$ cat src/rtl/register_bank_8x4_if.sv
// Write/clear handshake and parallel read bus for the 8x4 register bank.
// Master drives requests; slave returns acks, status and register contents.
interface register_bank_8x4_if #(
  parameter int WIDTH = 4
);
  logic             WE;
  logic [2:0]       WA;
  logic [WIDTH-1:0] WDin;
  logic             CLR;
  logic             WAck;
  logic             Busy;
  logic             Done;
  logic [WIDTH-1:0] Dout0;
  logic [WIDTH-1:0] Dout1;
  logic [WIDTH-1:0] Dout2;
  logic [WIDTH-1:0] Dout3;
  logic [WIDTH-1:0] Dout4;
  logic [WIDTH-1:0] Dout5;
  logic [WIDTH-1:0] Dout6;
  logic [WIDTH-1:0] Dout7;

  modport master (
    output WE,
    output WA,
    output WDin,
    output CLR,
    input  WAck,
    input  Busy,
    input  Done,
    input  Dout0,
    input  Dout1,
    input  Dout2,
    input  Dout3,
    input  Dout4,
    input  Dout5,
    input  Dout6,
    input  Dout7
  );

  modport slave (
    input  WE,
    input  WA,
    input  WDin,
    input  CLR,
    output WAck,
    output Busy,
    output Done,
    output Dout0,
    output Dout1,
    output Dout2,
    output Dout3,
    output Dout4,
    output Dout5,
    output Dout6,
    output Dout7
  );
endinterface

$ cat src/rtl/register_bank_8x4.sv
// Eight-entry register bank feeding the 8:1 read mux: one write port with
// registered ack, plus a sequenced clear engine walking one entry per cycle.
module register_bank_8x4 #(
  parameter int               WIDTH     = 4,
  parameter logic [WIDTH-1:0] RESET_VAL = '0
) (
  input  logic                clk,
  input  logic                rst,
  register_bank_8x4_if.slave  bus
);

  typedef enum logic {
    IDLE,
    CLEAR
  } state_e;

  state_e           state_q;
  state_e           state_d;
  logic [2:0]       idx_q;
  logic [2:0]       idx_d;
  logic             wack_q;
  logic             wack_d;
  logic             done_q;
  logic             done_d;
  logic [WIDTH-1:0] regs_q [8];
  logic [WIDTH-1:0] regs_d [8];

  always_ff @(posedge clk or posedge rst) begin
    if (rst) begin
      state_q <= IDLE;
      idx_q   <= 3'd0;
      wack_q  <= 1'b0;
      done_q  <= 1'b0;
      for (int i = 0; i < 8; i++) begin
        regs_q[i] <= RESET_VAL;
      end
    end else begin
      state_q <= state_d;
      idx_q   <= idx_d;
      wack_q  <= wack_d;
      done_q  <= done_d;
      for (int i = 0; i < 8; i++) begin
        regs_q[i] <= regs_d[i];
      end
    end
  end

  // CLR wins over WE in IDLE; both are ignored while clearing.
  always_comb begin
    state_d = state_q;
    idx_d   = idx_q;
    wack_d  = 1'b0;
    done_d  = 1'b0;
    for (int i = 0; i < 8; i++) begin
      regs_d[i] = regs_q[i];
    end
    unique case (state_q)
      IDLE: begin
        if (bus.CLR) begin
          state_d = CLEAR;
          idx_d   = 3'd0;
        end else if (bus.WE) begin
          regs_d[bus.WA] = bus.WDin;
          wack_d         = 1'b1;
        end
      end
      CLEAR: begin
        regs_d[idx_q] = RESET_VAL;
        idx_d         = idx_q + 3'd1;
        if (idx_q == 3'd7) begin
          state_d = IDLE;
          done_d  = 1'b1;
        end
      end
      default: begin
        state_d = IDLE;
        idx_d   = 3'd0;
      end
    endcase
  end

  assign bus.WAck  = wack_q;
  assign bus.Busy  = (state_q == CLEAR);
  assign bus.Done  = done_q;
  assign bus.Dout0 = regs_q[0];
  assign bus.Dout1 = regs_q[1];
  assign bus.Dout2 = regs_q[2];
  assign bus.Dout3 = regs_q[3];
  assign bus.Dout4 = regs_q[4];
  assign bus.Dout5 = regs_q[5];
  assign bus.Dout6 = regs_q[6];
  assign bus.Dout7 = regs_q[7];

endmodule
$ cat src/flat_wrapper.sv
// flat-port wrapper written by rule: the top's interface ports become plain ports
module register_bank_8x4_flat 
#(
  parameter int               WIDTH     = 4,
  parameter logic [WIDTH-1:0] RESET_VAL = '0
)
  (clk, rst, bus_WE, bus_WA, bus_WDin, bus_CLR, bus_WAck, bus_Busy, bus_Done, bus_Dout0, bus_Dout1, bus_Dout2, bus_Dout3, bus_Dout4, bus_Dout5, bus_Dout6, bus_Dout7);
  register_bank_8x4_if #(.WIDTH(WIDTH)) bus_i ();
  input  logic clk;
  input  logic rst;
  input wire logic [$bits(bus_i.WE)-1:0] bus_WE;
  input wire logic [$bits(bus_i.WA)-1:0] bus_WA;
  input wire logic [$bits(bus_i.WDin)-1:0] bus_WDin;
  input wire logic [$bits(bus_i.CLR)-1:0] bus_CLR;
  output wire logic [$bits(bus_i.WAck)-1:0] bus_WAck;
  output wire logic [$bits(bus_i.Busy)-1:0] bus_Busy;
  output wire logic [$bits(bus_i.Done)-1:0] bus_Done;
  output wire logic [$bits(bus_i.Dout0)-1:0] bus_Dout0;
  output wire logic [$bits(bus_i.Dout1)-1:0] bus_Dout1;
  output wire logic [$bits(bus_i.Dout2)-1:0] bus_Dout2;
  output wire logic [$bits(bus_i.Dout3)-1:0] bus_Dout3;
  output wire logic [$bits(bus_i.Dout4)-1:0] bus_Dout4;
  output wire logic [$bits(bus_i.Dout5)-1:0] bus_Dout5;
  output wire logic [$bits(bus_i.Dout6)-1:0] bus_Dout6;
  output wire logic [$bits(bus_i.Dout7)-1:0] bus_Dout7;
  assign bus_i.WE = bus_WE;
  assign bus_i.WA = bus_WA;
  assign bus_i.WDin = bus_WDin;
  assign bus_i.CLR = bus_CLR;
  assign bus_WAck = bus_i.WAck;
  assign bus_Busy = bus_i.Busy;
  assign bus_Done = bus_i.Done;
  assign bus_Dout0 = bus_i.Dout0;
  assign bus_Dout1 = bus_i.Dout1;
  assign bus_Dout2 = bus_i.Dout2;
  assign bus_Dout3 = bus_i.Dout3;
  assign bus_Dout4 = bus_i.Dout4;
  assign bus_Dout5 = bus_i.Dout5;
  assign bus_Dout6 = bus_i.Dout6;
  assign bus_Dout7 = bus_i.Dout7;
  register_bank_8x4 #(.WIDTH(WIDTH), .RESET_VAL(RESET_VAL)) u_core (.clk(clk), .rst(rst), .bus(bus_i));
endmodule
$ cat config.mk
export PLATFORM = sky130hd
export DESIGN_NAME = register_bank_8x4_flat
export DESIGN_NICKNAME = d
export VERILOG_FILES = /design/src/rtl/register_bank_8x4_if.sv /design/src/rtl/register_bank_8x4.sv /design/src/flat_wrapper.sv
export SDC_FILE = /design/constraint.sdc
export NUM_CORES = 1
export LEC_CHECK = 0
export CORE_MARGIN = 2
export CORE_UTILIZATION = 50
export CTS_CLUSTER_SIZE = 16
export DETAILED_ROUTE_END_ITERATION = 8
export HOLD_SLACK_MARGIN = 0.08
export PLACE_DENSITY = 0.94
export SLEW_MARGIN = 20
export SYNTH_ARGS = -nofsm -noshare
export SYNTH_HDL_FRONTEND = slang
export SYNTH_SLANG_ARGS = --single-unit
$ cat constraint.sdc
create_clock -name clk -period 2.4 [get_ports clk]
set_input_delay 0.48 -clock clk [delete_from_list [all_inputs] [get_ports clk]]
set_output_delay 0.48 -clock clk [all_outputs]
set_load 0.02 [all_outputs]
Word level (Yosys, flattened, before mapping)
Index checks and enable logic that the tools add are counted.
W data, S select, Z words.
{"block": "classes", "addsub": 1, "n_lt_le_gt_ge": 4, "eq_ne": 4, "muxes": 18, "bitwise": 5, "n_reduce_logical": 3}
{"operator": "$mux W32", "count": 2}
{"operator": "$pmux W32 S2", "count": 1}
{"operator": "$and A32 B32 Y32", "count": 1}
{"operator": "$bwmux W32", "count": 1}
{"operator": "$not A32 Y32", "count": 1}
{"operator": "$demux W4 S3", "count": 2}
{"operator": "$ge A4 B4 Y1 const B", "count": 2}
{"operator": "$lt A4 B1 Y1 const B", "count": 2}
{"operator": "$mux W4", "count": 2}
{"operator": "$not A3 Y4", "count": 2}
{"operator": "$mux W1", "count": 7}
{"operator": "$ne A2 B2 Y1 const B", "count": 3}
{"operator": "$pmux W3 S2", "count": 1}
{"operator": "$add A3 B1 Y3 const B", "count": 1}
{"operator": "$eq A3 B3 Y1 const B", "count": 1}
{"operator": "$mux W3", "count": 1}
{"operator": "$logic_and A1 B1 Y1", "count": 2}
{"operator": "$pmux W1 S2", "count": 1}
{"operator": "$reduce_and A2 Y1", "count": 1}
{"operator": "$not A1 Y1", "count": 1}
{"block": "totals", "ff_bits": 38, "input_bits": 11}

Depth between registers and ports, before layout
{"block": "logic_depth", "word_depth": 9, "mapped_depth": 4, "ltp_nobuf": 4}

Least setup slack after synthesis
No wires, ideal clock.
{"block": "synth_path", "kind": "register to register", "start": "reg u_core.state_q (netlist: u_core.bus.Busy)", "end": "reg u_core.regs_q, in the netlist u_core.bus.Dout3[0]", "setup_time_ns": 0.079, "arrival_time_ns": 1.308, "required_time_ns": 2.321, "slack_ns": 1.013, "path_stages_with_launch": 5, "path_buffers": 1, "synth_period_minus_slack_ns": 1.387, "cell_sequence": "dfrtp_1 > nor3b_2 > and4b_1 > clkbuf_2 > mux2i_1"}
{"block": "synth_between", "elab_chain_len": 3}
{"element": "from (decl)", "line": "register_bank_8x4.sv:17", "text": "state_e state_q;"}
{"element": "from (signal assigned)", "line": "register_bank_8x4.sv:38", "text": "state_q <= state_d;"}
{"element": "$not A1 Y1", "line": "register_bank_8x4.sv:57", "text": "unique case (state_q)"}
{"element": "$ne A2 B2 Y1 (no line)"}
{"element": "$reduce_and A2 Y1 (no line)"}
{"element": "to (signal, indexed assignment)", "line": "register_bank_8x4.sv:43", "text": "regs_q[i] <= regs_d[i];"}
{"element": "to (decl)", "line": "register_bank_8x4.sv:25", "text": "logic [WIDTH-1:0] regs_q [8];"}
Several ways; a longest one is shown, not always the timed one.
A chain may end at the register's enable or synchronous reset.

Final worst setup path
{"block": "layout_path", "start": "reg u_core.state_q (netlist: u_core.bus.Busy)", "end": "out bus_Busy"}
{"element": "to (decl)", "line": "flat_wrapper.sv:16", "text": "output wire logic [$bits(bus_i.Busy)-1:0] bus_Busy;"}
No word-level cell between the ends.

==> results.md <==
| Step | Metric | Reported |
|---|---|---|
| final layout | Fraction of final layout cells sized beyond drive strength 1 | 0.0567 |
| logic synthesis | Post-synth net total | 155 |
| setup path | Critical Path End Type | primary output |
| timing | Final hold vios | 0 |
| die | Height of the die | 61.8 um |
| logic synthesis | Count of flip-flops with a built-in enable after synthesis | 0 |
| cts | Inserted Clock Buffers | 5 |
| place | Final Wtd Congestion | 0.790 |
| die | Die X-Extent | 61.8 um |
| final layout | Final design area excluding fillers | 0.00223 mm2 |
| logic synthesis | Average size of a mapped cell | 11.8 um2 |
| global route | First-pass GRT wire length | 6470 um |
| timing | Final hold slack | 0.527 ns |
| run | Number of violations of the max-capacitance limit | 0 |
| timing | Max Clk Rate | 0.544 GHz |
| global route | Antenna violations before repair | 0 |
| timing | Unrepaired setup endpoints after global routing | false |
| setup path | Worst Setup Start Kind | flip-flop |
| setup path | Data arrival time of the critical path | 1.36 ns |
| routing | Total Wirelength | 3970 um |
| timing | Post-route clock skew | 0.00884 ns |
| logic synthesis | Synth Instances | 142 |
| timing | Final count of pins violating max slew | 0 |
| logic synthesis | Ys Warns | 0 |
| die | Starting density of the core | 0.534 |
| setup path | Number of buffers and inverters on the critical path | 1 |
| die | Count of pins on the block boundary | 46 |
| die | Site row count | 20 |
| power | Leakage power | 1.12 nW |
| status | Status | finished, final reports clean |
| cts | Clock-pin slew reported for the worst setup and hold paths after clock tree synthesis | 0.11 ns |
| setup path | Slowest cell on the critical path | clkdlybuf4s50_1 |
| routing | Number of remaining DRC errors | 0 |
| timing | Final clock period utilization by the worst path | 0.766 |
| logic synthesis | Top_reg_cell synth | dfrtp_1 |
| cts | Root buffer cell | clkbuf_4 |
| timing | Sum Neg Setup Slack | 0 ns |
| setup path | Crit path max-delay family | buffers and inverters |
| cts | Count of buffers added by post-CTS timing repair for setup | 0 |
| logic synthesis | Yosys cell types | 24 |
| final layout | Highest-count cells in the layout ignoring fill and taps | clkdlybuf4s50_1 (45), dfrtp_1 (38), nand2_1 (37), mux2i_1 (32) |
| routing | Post-detailed-route wirelength per cell | 16.7 um |
| setup path | Crit-path cells | clkdlybuf4s50_1 |
| routing | First drt pass iteration count | 4 |
| die | Core ar. | 0.00313 mm2 |
| final layout | Antenna diode count | 0 |
| cts | Worst-case clock buffer depth | 2 |
| cts | Number of buffers added to fix hold violations after cts | 0 |
| setup path | Maximum cell stage delay along the critical path | 0.63 ns |
| final layout | Layout Nets | 206 |
| die | Die Footprint | 0.00382 mm2 |
| place | DP HPWL | 2830 um |
| final layout | Multi-input gate area | 681 um2 |
| routing | Average vias per placed instance | 5.30 |
| global route | GRT overflow | 0 |
| routing | Count of vias placed by the detailed router | 1,261 |
| global route | Pin count of the biggest net entering global routing | 39 |
| logic synthesis | Share of flip-flops with an asynchronous set or reset after synthesis | 1.00 |
| setup path | Critical path required time | 1.92 ns |
| logic synthesis | Fraction of the yosys area taken by sequential cells | 0.569 |
| routing | Post-DRT Antenna Nets | 0 |
| cts | CTS H-tree depth | 2 |
| min path | Hold WC Path Type | input port to async pin |
| logic synthesis | Area of the mapped netlist | 0.00167 mm2 |
| final layout | FF/Latch Area | 951 um2 |
| cts | Clock tree sinks | 38 |
| setup path | Path type of the worst setup path | flip-flop to primary output |
| cts | Clock insertion delay at the later pin of the skew report | 0.35 ns |
| place | Input/output buffers | 45 |
| cts | TritonCTS clock tree | yes |
| cts | CTS-repair resized insts | 0 |
| place | Instance area after placement | 0.00217 mm2 |
| timing | Final Critical Period | 1.84 ns |
| power | Total power consumption of the routed design | 0.00247 W |
| power | Worst VDD drop | 0.670 mV |
| logic synthesis | Number of storage elements in the synthesis netlist | 38 |
| timing | Slew Limit Headroom | 0.689 |
| final layout | Area growth from synthesis to layout | 33.6% |
| setup path | Critical path fanouts, max | 2 |
| final layout | Most frequent standard cell in the layout excluding fill and tap cells | clkdlybuf4s50_1 |
| timing | Transition time at the pin with the least slew margin | 0.467 ns |
| global route | Number of global-route vias before repair | 1,344 |
| timing | Final-report setup violation count | 0 |
| final layout | Fill cells | 234 |
| power | PD cells | 1110 mW/mm2 |
| routing | Detailed router's first-iteration violation count | 52 |
| global route | Tot GR Track Use | 0.242 |
| place | Minimum setup slack after placement | 0.424 ns |
| timing | Final WS setup | 0.561 ns |
sequential cells by signal (all words and copies together), names as in the netlist, 3 cells and up:
register / cells
u_core.bus.Dout1: 4
u_core.bus.Dout2: 4
u_core.bus.Dout4: 4
u_core.bus.Dout7: 4
u_core.idx_q: 3
u_core.bus.Dout6: 4
u_core.bus.Dout5: 4
u_core.bus.Dout3: 4
u_core.bus.Dout0: 4
cells in the mapped netlist, drive strengths merged (2+ instances only):
master | instances | area share
nor2 | 3 | 0.0067
nand4bb | 3 | 0.020
mux2i | 32 | 0.19
nand2 | 37 | 0.083
inv | 5 | 0.011
dfrtp | 38 | 0.57
and4b | 2 | 0.012
nand3 | 2 | 0.0060
ha | 2 | 0.015
nor3b | 3 | 0.016
clkbuf | 2 | 0.0052
nand4b | 3 | 0.016
layout make-up:
type	instances	area share
flip-flops and latches	38	0.426
multi-input cells	96	0.305
repair buffers	47	0.209
clock buffers	7	0.0247
well taps	44	0.0247
inverters	5	0.00841
clock inverters	1	0.00224
layer usage:
metal | GRT usage | up-vias | part of all wire
met1 | 0.299 | 613 | 0.43
met5 | 0 | - | 0
li1 | - | 594 | -
met4 | 0.100 | 0 | 0.0086
met3 | 0.0559 | 6 | 0.061
met2 | 0.409 | 48 | 0.49
report_power, final:
part | switching (W) | internal, W | leakage, nW | total, W
combinational | 0.000571 | 0.000521 | 0.577 | 0.00109
sequential | 0.000185 | 0.000848 | 0.511 | 0.00103
clock | 0.000202 | 0.000142 | 0.0353 | 0.000344
total | 0.000957 | 0.00151 | 1.12 | 0.00247
path summary, 6_finish.rpt:
path                                            startpoint  slack, ns                               to  cells past startpoint
max                              u_core.bus.Busy$_DFF_PP0_       0.56                         bus_Busy                      1
min                                                    rst       0.53  u_core.bus.Dout0[2]$_DFFE_PP0P_                      3
max reg2reg                      u_core.bus.Busy$_DFF_PP0_       0.78  u_core.bus.Dout7[1]$_DFFE_PP0P_                      4
min reg2reg                u_core.bus.Dout6[1]$_DFFE_PP0P_       0.53  u_core.bus.Dout6[1]$_DFFE_PP0P_                      2
max in group asynchronous                              rst       1.54  u_core.bus.Dout5[3]$_DFFE_PP0P_                      3
min in group clk           u_core.bus.Dout6[1]$_DFFE_PP0P_       0.53  u_core.bus.Dout6[1]$_DFFE_PP0P_                      2
through the flow:
step | utilization | std cells
detailed placement | 0.694 | 230
floorplan | - | 142
CTS | 0.713 | 238
global route | 0.713 | 238
global placement | 0.694 | 230
finish | 0.713 | 238
cell families after synthesis:
logic type	synth area share
AOI/OAI and AO/OA	0.00824
muxes	0.199
adders and majority gates	0.0150
and+or+nand+nor	0.186
DFF	0.569
buffers and inverters	0.0232
Note: power is estimated with default switching activity, not from simulation.
